<file path="src/rtl/prio_enc_pkg.sv">
// Shared definitions for the 8-to-3 priority encoder and its decoder companion.
// Holds the default vector width, the decoder FSM state type and the index type.
package prio_enc_pkg;

  localparam int PRIO_OUT_W = 8;
  localparam int PRIO_IDX_W = $clog2(PRIO_OUT_W);

  typedef enum logic [0:0] {
    ACCUM = 1'b0,
    HOLD  = 1'b1
  } prio_dec_state_t;

  typedef logic [PRIO_IDX_W-1:0] prio_idx_t;

endpackage

</file>
<file path="src/rtl/prio_index_decoder_if.sv">
// Index-beat input stream plus rebuilt-vector output stream of prio_index_decoder.
// master: the side that produces beats and consumes vectors; slave: the decoder.
interface prio_index_decoder_if
  import prio_enc_pkg::*;
#(
  parameter int OUT_W = PRIO_OUT_W,
  parameter int IDX_W = $clog2(OUT_W)
);

  logic             in_valid;
  logic             in_ready;
  logic [IDX_W-1:0] in_idx;
  logic             in_zero;
  logic             in_last;
  logic             out_valid;
  logic             out_ready;
  logic [OUT_W-1:0] out_vec;
  logic [IDX_W:0]   out_count;
  logic             out_err;

  modport master (
    output in_valid, in_idx, in_zero, in_last, out_ready,
    input  in_ready, out_valid, out_vec, out_count, out_err
  );

  modport slave (
    input  in_valid, in_idx, in_zero, in_last, out_ready,
    output in_ready, out_valid, out_vec, out_count, out_err
  );

endinterface

</file>
<file path="src/rtl/onehot_dec.sv">
// Combinational index to one-hot decoder with range guard.
// An index at or beyond OUT_W yields an all-zero vector and in_range=0.
module onehot_dec #(
  parameter int OUT_W = 8,
  parameter int IDX_W = $clog2(OUT_W)
) (
  input  logic [IDX_W-1:0] idx,
  output logic [OUT_W-1:0] onehot,
  output logic             in_range
);

  // one comparator per output bit; out-of-range codes match no bit
  generate
    for (genvar gi = 0; gi < OUT_W; gi++) begin : g_bit
      assign onehot[gi] = (idx == IDX_W'(gi));
    end
  endgenerate

  // for power-of-two widths every code is legal, so skip the compare
  generate
    if ((1 << IDX_W) == OUT_W) begin : g_full
      assign in_range = 1'b1;
    end else begin : g_part
      assign in_range = ({1'b0, idx} < (IDX_W+1)'(OUT_W));
    end
  endgenerate

endmodule

</file>
<file path="src/rtl/prio_index_decoder.sv">
// Rebuilds an OUT_W-bit vector from a framed stream of bit indices by OR-ing
// one-hot decodes, then holds the vector and a saturating beat count until
// the consumer takes it.
// Optional build macro PRIO_IDX_DEC_ORDER_CHECK_EN: enforces strictly
// descending index order within a frame and reports violations on out_err.
module prio_index_decoder
  import prio_enc_pkg::*;
#(
  parameter int OUT_W = PRIO_OUT_W,
  parameter int IDX_W = $clog2(OUT_W)
) (
  input logic                 clk,
  input logic                 rst_n,
  prio_index_decoder_if.slave bus
);

  localparam logic [0:0]   ST_ACCUM = ACCUM;
  localparam logic [0:0]   ST_HOLD  = HOLD;
  localparam logic [IDX_W:0] CNT_MAX = '1;

  logic [0:0]       state_reg;
  logic [OUT_W-1:0] vec_reg;
  logic [IDX_W:0]   count_reg;

  logic [OUT_W-1:0] dec_onehot;
  logic             dec_in_range;
  logic             accept;
  logic             idx_beat;
  logic             out_hs;

  onehot_dec #(
    .OUT_W (OUT_W),
    .IDX_W (IDX_W)
  ) u_onehot_dec (
    .idx      (bus.in_idx),
    .onehot   (dec_onehot),
    .in_range (dec_in_range)
  );

  // handshakes are qualified by the registered state only
  assign accept   = bus.in_valid && (state_reg == ST_ACCUM);
  assign idx_beat = accept && !bus.in_zero;
  assign out_hs   = (state_reg == ST_HOLD) && bus.out_ready;

  // FSM, vector accumulator and saturating beat counter
  always_ff @(posedge clk or negedge rst_n) begin
    if (!rst_n) begin
      state_reg <= ST_ACCUM;
      vec_reg   <= '0;
      count_reg <= '0;
    end else begin
      case (state_reg)
        ST_ACCUM: begin
          if (idx_beat) begin
            vec_reg <= vec_reg | dec_onehot;
            if (count_reg != CNT_MAX) begin
              count_reg <= count_reg + (IDX_W+1)'(1);
            end
          end
          if (accept && bus.in_last) begin
            state_reg <= ST_HOLD;
          end
        end
        default: begin
          if (out_hs) begin
            vec_reg   <= '0;
            count_reg <= '0;
            state_reg <= ST_ACCUM;
          end
        end
      endcase
    end
  end

  assign bus.in_ready  = (state_reg == ST_ACCUM);
  assign bus.out_valid = (state_reg == ST_HOLD);
  assign bus.out_vec   = vec_reg;
  assign bus.out_count = count_reg;

`ifdef PRIO_IDX_DEC_ORDER_CHECK_EN
  logic [IDX_W-1:0] last_idx_reg;
  logic             have_idx_reg;
  logic             seen_zero_reg;
  logic             err_reg;
  logic             order_bad;

  // a non-zero beat is illegal if out of range, after a zero beat,
  // or not strictly below the previous non-zero index
  assign order_bad = !dec_in_range || seen_zero_reg ||
                     (have_idx_reg && (bus.in_idx >= last_idx_reg));

  // order tracking and sticky error, cleared by the output handshake
  always_ff @(posedge clk or negedge rst_n) begin
    if (!rst_n) begin
      last_idx_reg  <= '0;
      have_idx_reg  <= 1'b0;
      seen_zero_reg <= 1'b0;
      err_reg       <= 1'b0;
    end else if (out_hs) begin
      last_idx_reg  <= '0;
      have_idx_reg  <= 1'b0;
      seen_zero_reg <= 1'b0;
      err_reg       <= 1'b0;
    end else if (accept) begin
      if (bus.in_zero) begin
        seen_zero_reg <= 1'b1;
      end else begin
        last_idx_reg <= bus.in_idx;
        have_idx_reg <= 1'b1;
        if (order_bad) begin
          err_reg <= 1'b1;
        end
      end
    end
  end

  // partial-frame errors stay hidden until the frame is presented
  assign bus.out_err = err_reg && (state_reg == ST_HOLD);
`else
  logic unused_range;
  assign unused_range = dec_in_range;
  assign bus.out_err  = 1'b0;
`endif

endmodule

</file>
<file path="src/flat_wrapper.sv">
// flat-port wrapper written by rule: the top's interface ports become plain ports
module prio_index_decoder_flat import prio_enc_pkg::*;
#(
  parameter int OUT_W = PRIO_OUT_W,
  parameter int IDX_W = $clog2(OUT_W)
)
  (clk, rst_n, bus_in_valid, bus_in_idx, bus_in_zero, bus_in_last, bus_out_ready, bus_in_ready, bus_out_valid, bus_out_vec, bus_out_count, bus_out_err);
  prio_index_decoder_if #(.OUT_W(OUT_W), .IDX_W(IDX_W)) bus_i ();
  input logic clk;
  input logic rst_n;
  input wire logic [$bits(bus_i.in_valid)-1:0] bus_in_valid;
  input wire logic [$bits(bus_i.in_idx)-1:0] bus_in_idx;
  input wire logic [$bits(bus_i.in_zero)-1:0] bus_in_zero;
  input wire logic [$bits(bus_i.in_last)-1:0] bus_in_last;
  input wire logic [$bits(bus_i.out_ready)-1:0] bus_out_ready;
  output wire logic [$bits(bus_i.in_ready)-1:0] bus_in_ready;
  output wire logic [$bits(bus_i.out_valid)-1:0] bus_out_valid;
  output wire logic [$bits(bus_i.out_vec)-1:0] bus_out_vec;
  output wire logic [$bits(bus_i.out_count)-1:0] bus_out_count;
  output wire logic [$bits(bus_i.out_err)-1:0] bus_out_err;
  assign bus_i.in_valid = bus_in_valid;
  assign bus_i.in_idx = bus_in_idx;
  assign bus_i.in_zero = bus_in_zero;
  assign bus_i.in_last = bus_in_last;
  assign bus_i.out_ready = bus_out_ready;
  assign bus_in_ready = bus_i.in_ready;
  assign bus_out_valid = bus_i.out_valid;
  assign bus_out_vec = bus_i.out_vec;
  assign bus_out_count = bus_i.out_count;
  assign bus_out_err = bus_i.out_err;
  prio_index_decoder #(.OUT_W(OUT_W), .IDX_W(IDX_W)) u_core (.clk(clk), .rst_n(rst_n), .bus(bus_i));
endmodule
</file>
<file path="config.mk">
export PLATFORM = sky130hd
export DESIGN_NAME = prio_index_decoder_flat
export DESIGN_NICKNAME = d
export VERILOG_FILES = /design/src/rtl/prio_enc_pkg.sv /design/src/rtl/prio_index_decoder_if.sv /design/src/rtl/onehot_dec.sv /design/src/rtl/prio_index_decoder.sv /design/src/flat_wrapper.sv
export SDC_FILE = /design/constraint.sdc
export NUM_CORES = 1
export LEC_CHECK = 0
export CAP_MARGIN = 10
export CORE_MARGIN = 3
export CORE_UTILIZATION = 42
export DETAILED_ROUTE_END_ITERATION = 8
export PLACE_DENSITY = 0.77
export SYNTH_ARGS = -nofsm -noshare
export SYNTH_HDL_FRONTEND = slang
export SYNTH_HIERARCHICAL = 1
export SYNTH_SLANG_ARGS = --single-unit
</file>
<file path="constraint.sdc">
create_clock -name clk -period 1.6 [get_ports clk]
set_clock_uncertainty 0.15 [all_clocks]
set_input_delay 0.24 -clock clk [delete_from_list [all_inputs] [get_ports clk]]
set_output_delay 0.24 -clock clk [all_outputs]
set_load 0.1 [all_outputs]
</file>
==> out/qor.yml <==
power_and_ir_drop:
  switching_share_pct: 48.36
  p_comb_share_pct: 56.5
  p_per_area_nw_per_um2: 1505
  power_w: 0.001659
  seqPwrFrac_pct: 31.2
  internal_power_w: 0.0008568
  max-vdd-ir-drop_uv: 925.8
  clockPowerShare_pct: 12.3
  p_sw_w: 0.0008024
  p_leak_nw: 0.4877
flow_run:
  cap_violations: 0
floorplan:
  fp.dieW_um: 45.02
  core_area_um2: 1366
  io_pins: 24
  die_h_um: 45.02
  start_util_pct: 46.79
  dieArea_um2: 2026
  rows: 13
clock_network:
  clk_transition_reported_paths_ns: 0.08
  cts_setup_buffers: 0
  cts_resized: 0
  cts_tree: "yes"
  numCtsBuffers: 3
  cts.sinks: 13
  root_buffer: "clkbuf_4"
  clock_path_buffers: 2
  cts_max_level: 1
  clk_latency_ns: 0.27
  ctsHoldBuffers: 0
grt:
  grt_usage_pct: 16.87
  gr-usage-met1_pct: 21.61
  grt_busiest_layer: "met2"
  use_met2_pct: 27.12
  grtUsageMet3_pct: 3.984
  grt-ovfl-total: 0
  grt_max_degree: 14
  grt_pass1_vias: 552
  grt_pass1_wl_um: 2421
  antenna_found_initial: 0
logic_synthesis:
  synth_nets: 71
  synthCells: 61
  synth.avg_cell_area_um2: 10.48
  yosysWarnings: 6
  syn_area_um2: 639.4
layout:
  layout-drive-gt1-share_pct: 43.82
  diodes: 0
  final-seq-area_um2: 339.1
  nFillCells: 87
  design_area_um2: 1102
  area_growth_pct: 72.41
  final_nets: 100
  multi_input_comb_area_um2: 296.5
drt:
  ant_nets: 0
  finalWirelength_um: 1402
  drt-wirelength-per-cell_um: 13.48
  num_vias: 525
  dr.pass1.iters: 2
  drt_iter0_drc: 3
  routed_via_density: 5.048
  route.detailed.drc: 0
hold_path:
  hold_path_class: "input port to async pin"
sta:
  setup_viol: 0
  finalCritPeriodShare_pct: 93.73
  hold_viol_final: 0
  fin_hold_ws_ns: 0.1079
  slew_viol_final: 0
  fin_ws_ns: 0.1004
  fin_crit_ns: 1.500
  grt_setup_unrepaired: "no"
  clock.fmax_ghz: 0.6668
placed_design:
  gp_congestion: 0.7343
  place_ws_ns: -0.06160
  port_buffers: 22
  post-dp-hpwl_um: 1147
  dpl-instance-area_um2: 1076
critical_path:
  path_delay_family: "flip-flops"
  crit_chain: "nor3b_4, buf_12, nand4_1, mux2i_1"
  critPathBufInv: 1
  crit_path_max_incr_delay_ns: 0.54
  r2r_start: "u_core/bus.out_valid$_DFF_PN0_"
  cp_slowest_cell: "dfrtp_4"
  start_kind: "flop"
  ff2ff_path_depth: 4
  r2r_setup_slack_ns: 0.10
  r2r-end: "u_core/bus.out_count[3]$_DFFE_PN0P_"
  cp_max_fo: 5
  criticalPathCategory: "flop to flop"
  arrival_ns: 1.51
  critPathCaptureType: "flop"
  required_ns: 1.61
run_status:
  outcome: "complete, no violations"
-- metal layers --
| layer | part of all wire, % | vias to the layer above |
|---|---|---|
| met5 | 0 | - |
| met4 | 0 | 0 |
| met3 | 4.0 | 0 |
| met2 | 53 | 11 |
| met1 | 43 | 248 |
| li1 | - | 266 |
-- stage by stage --
| stage | utilization, % | TNS, ns | cells |
|---|---|---|---|
| after floorplan | - | -0.1165 | 61 |
| after global placement | 78.75 | -0.06974 | 100 |
| after detailed placement | 78.75 | -0.2235 | 100 |
| after CTS | 80.68 | 0 | 104 |
| after global routing | 80.68 | 0 | 104 |
| final | 80.68 | 0 | 104 |
-- how the worst max path moves through the flow --
stage,start,end,slack [ns],cells after the start
2_1_floorplan,u_core/bus.out_valid$_DFF_PN0_,u_core/bus.out_valid$_DFF_PN0_,-0.12,3
3_3_place_gp,bus_in_valid,u_core/bus.out_count[3]$_DFFE_PN0P_,-0.04,5
3_5_place_dp,bus_in_valid,u_core/bus.out_count[3]$_DFFE_PN0P_,-0.06,5
4_1_cts,u_core/bus.out_valid$_DFF_PN0_,bus_in_ready,0.1,2
5_1_grt,u_core/bus.out_valid$_DFF_PN0_,u_core/bus.out_count[3]$_DFFE_PN0P_,0.05,4
6_report,u_core/bus.out_valid$_DFF_PN0_,u_core/bus.out_count[3]$_DFFE_PN0P_,0.10,4
-- cell type report --
type	count	area share [%]
inverters	2	1.022
multi-input cells	43	26.90
well taps	15	1.703
repair buffers	27	37.23
flip-flops and latches	13	30.76
clock buffers	4	2.384
-- cell usage in the layout, fill, tap and decap left out, drive strengths merged --
cell type      instances
buf                   19
clkbuf                 4
and3                   2
nand2                  4
clkdlybuf4s50          8
ha                     1
nor3b                  4
and3b                  3
a41oi                  1
nor2                   8
conb                   1
a31o                   1
nor3                   1
a21oi                  8
clkinvlp               1
nand4                  1
a22oi                  1
inv                    1
o21ai                  2
mux2i                  2
nand3                  2
dfrtp                 13
and2                   1
-- power groups by stage --
stage	Combinational, W	Clock [W]	Sequential (W)
after global placement	0.000917	0	0.000520
final	0.000937	0.000204	0.000518
after floorplan	0.000157	0	0.000914
after global routing	0.000967	0.000224	0.000528
after detailed placement	0.000946	0	0.000526
after CTS	0.000946	0.000209	0.000520
-- state kept, by name, summed over array words and instances, names as in the netlist --
name	count
u_core/bus.out_vec	8
u_core/bus.out_valid	1
u_core/bus.out_count	4
(Power assumes the default switching activity.)
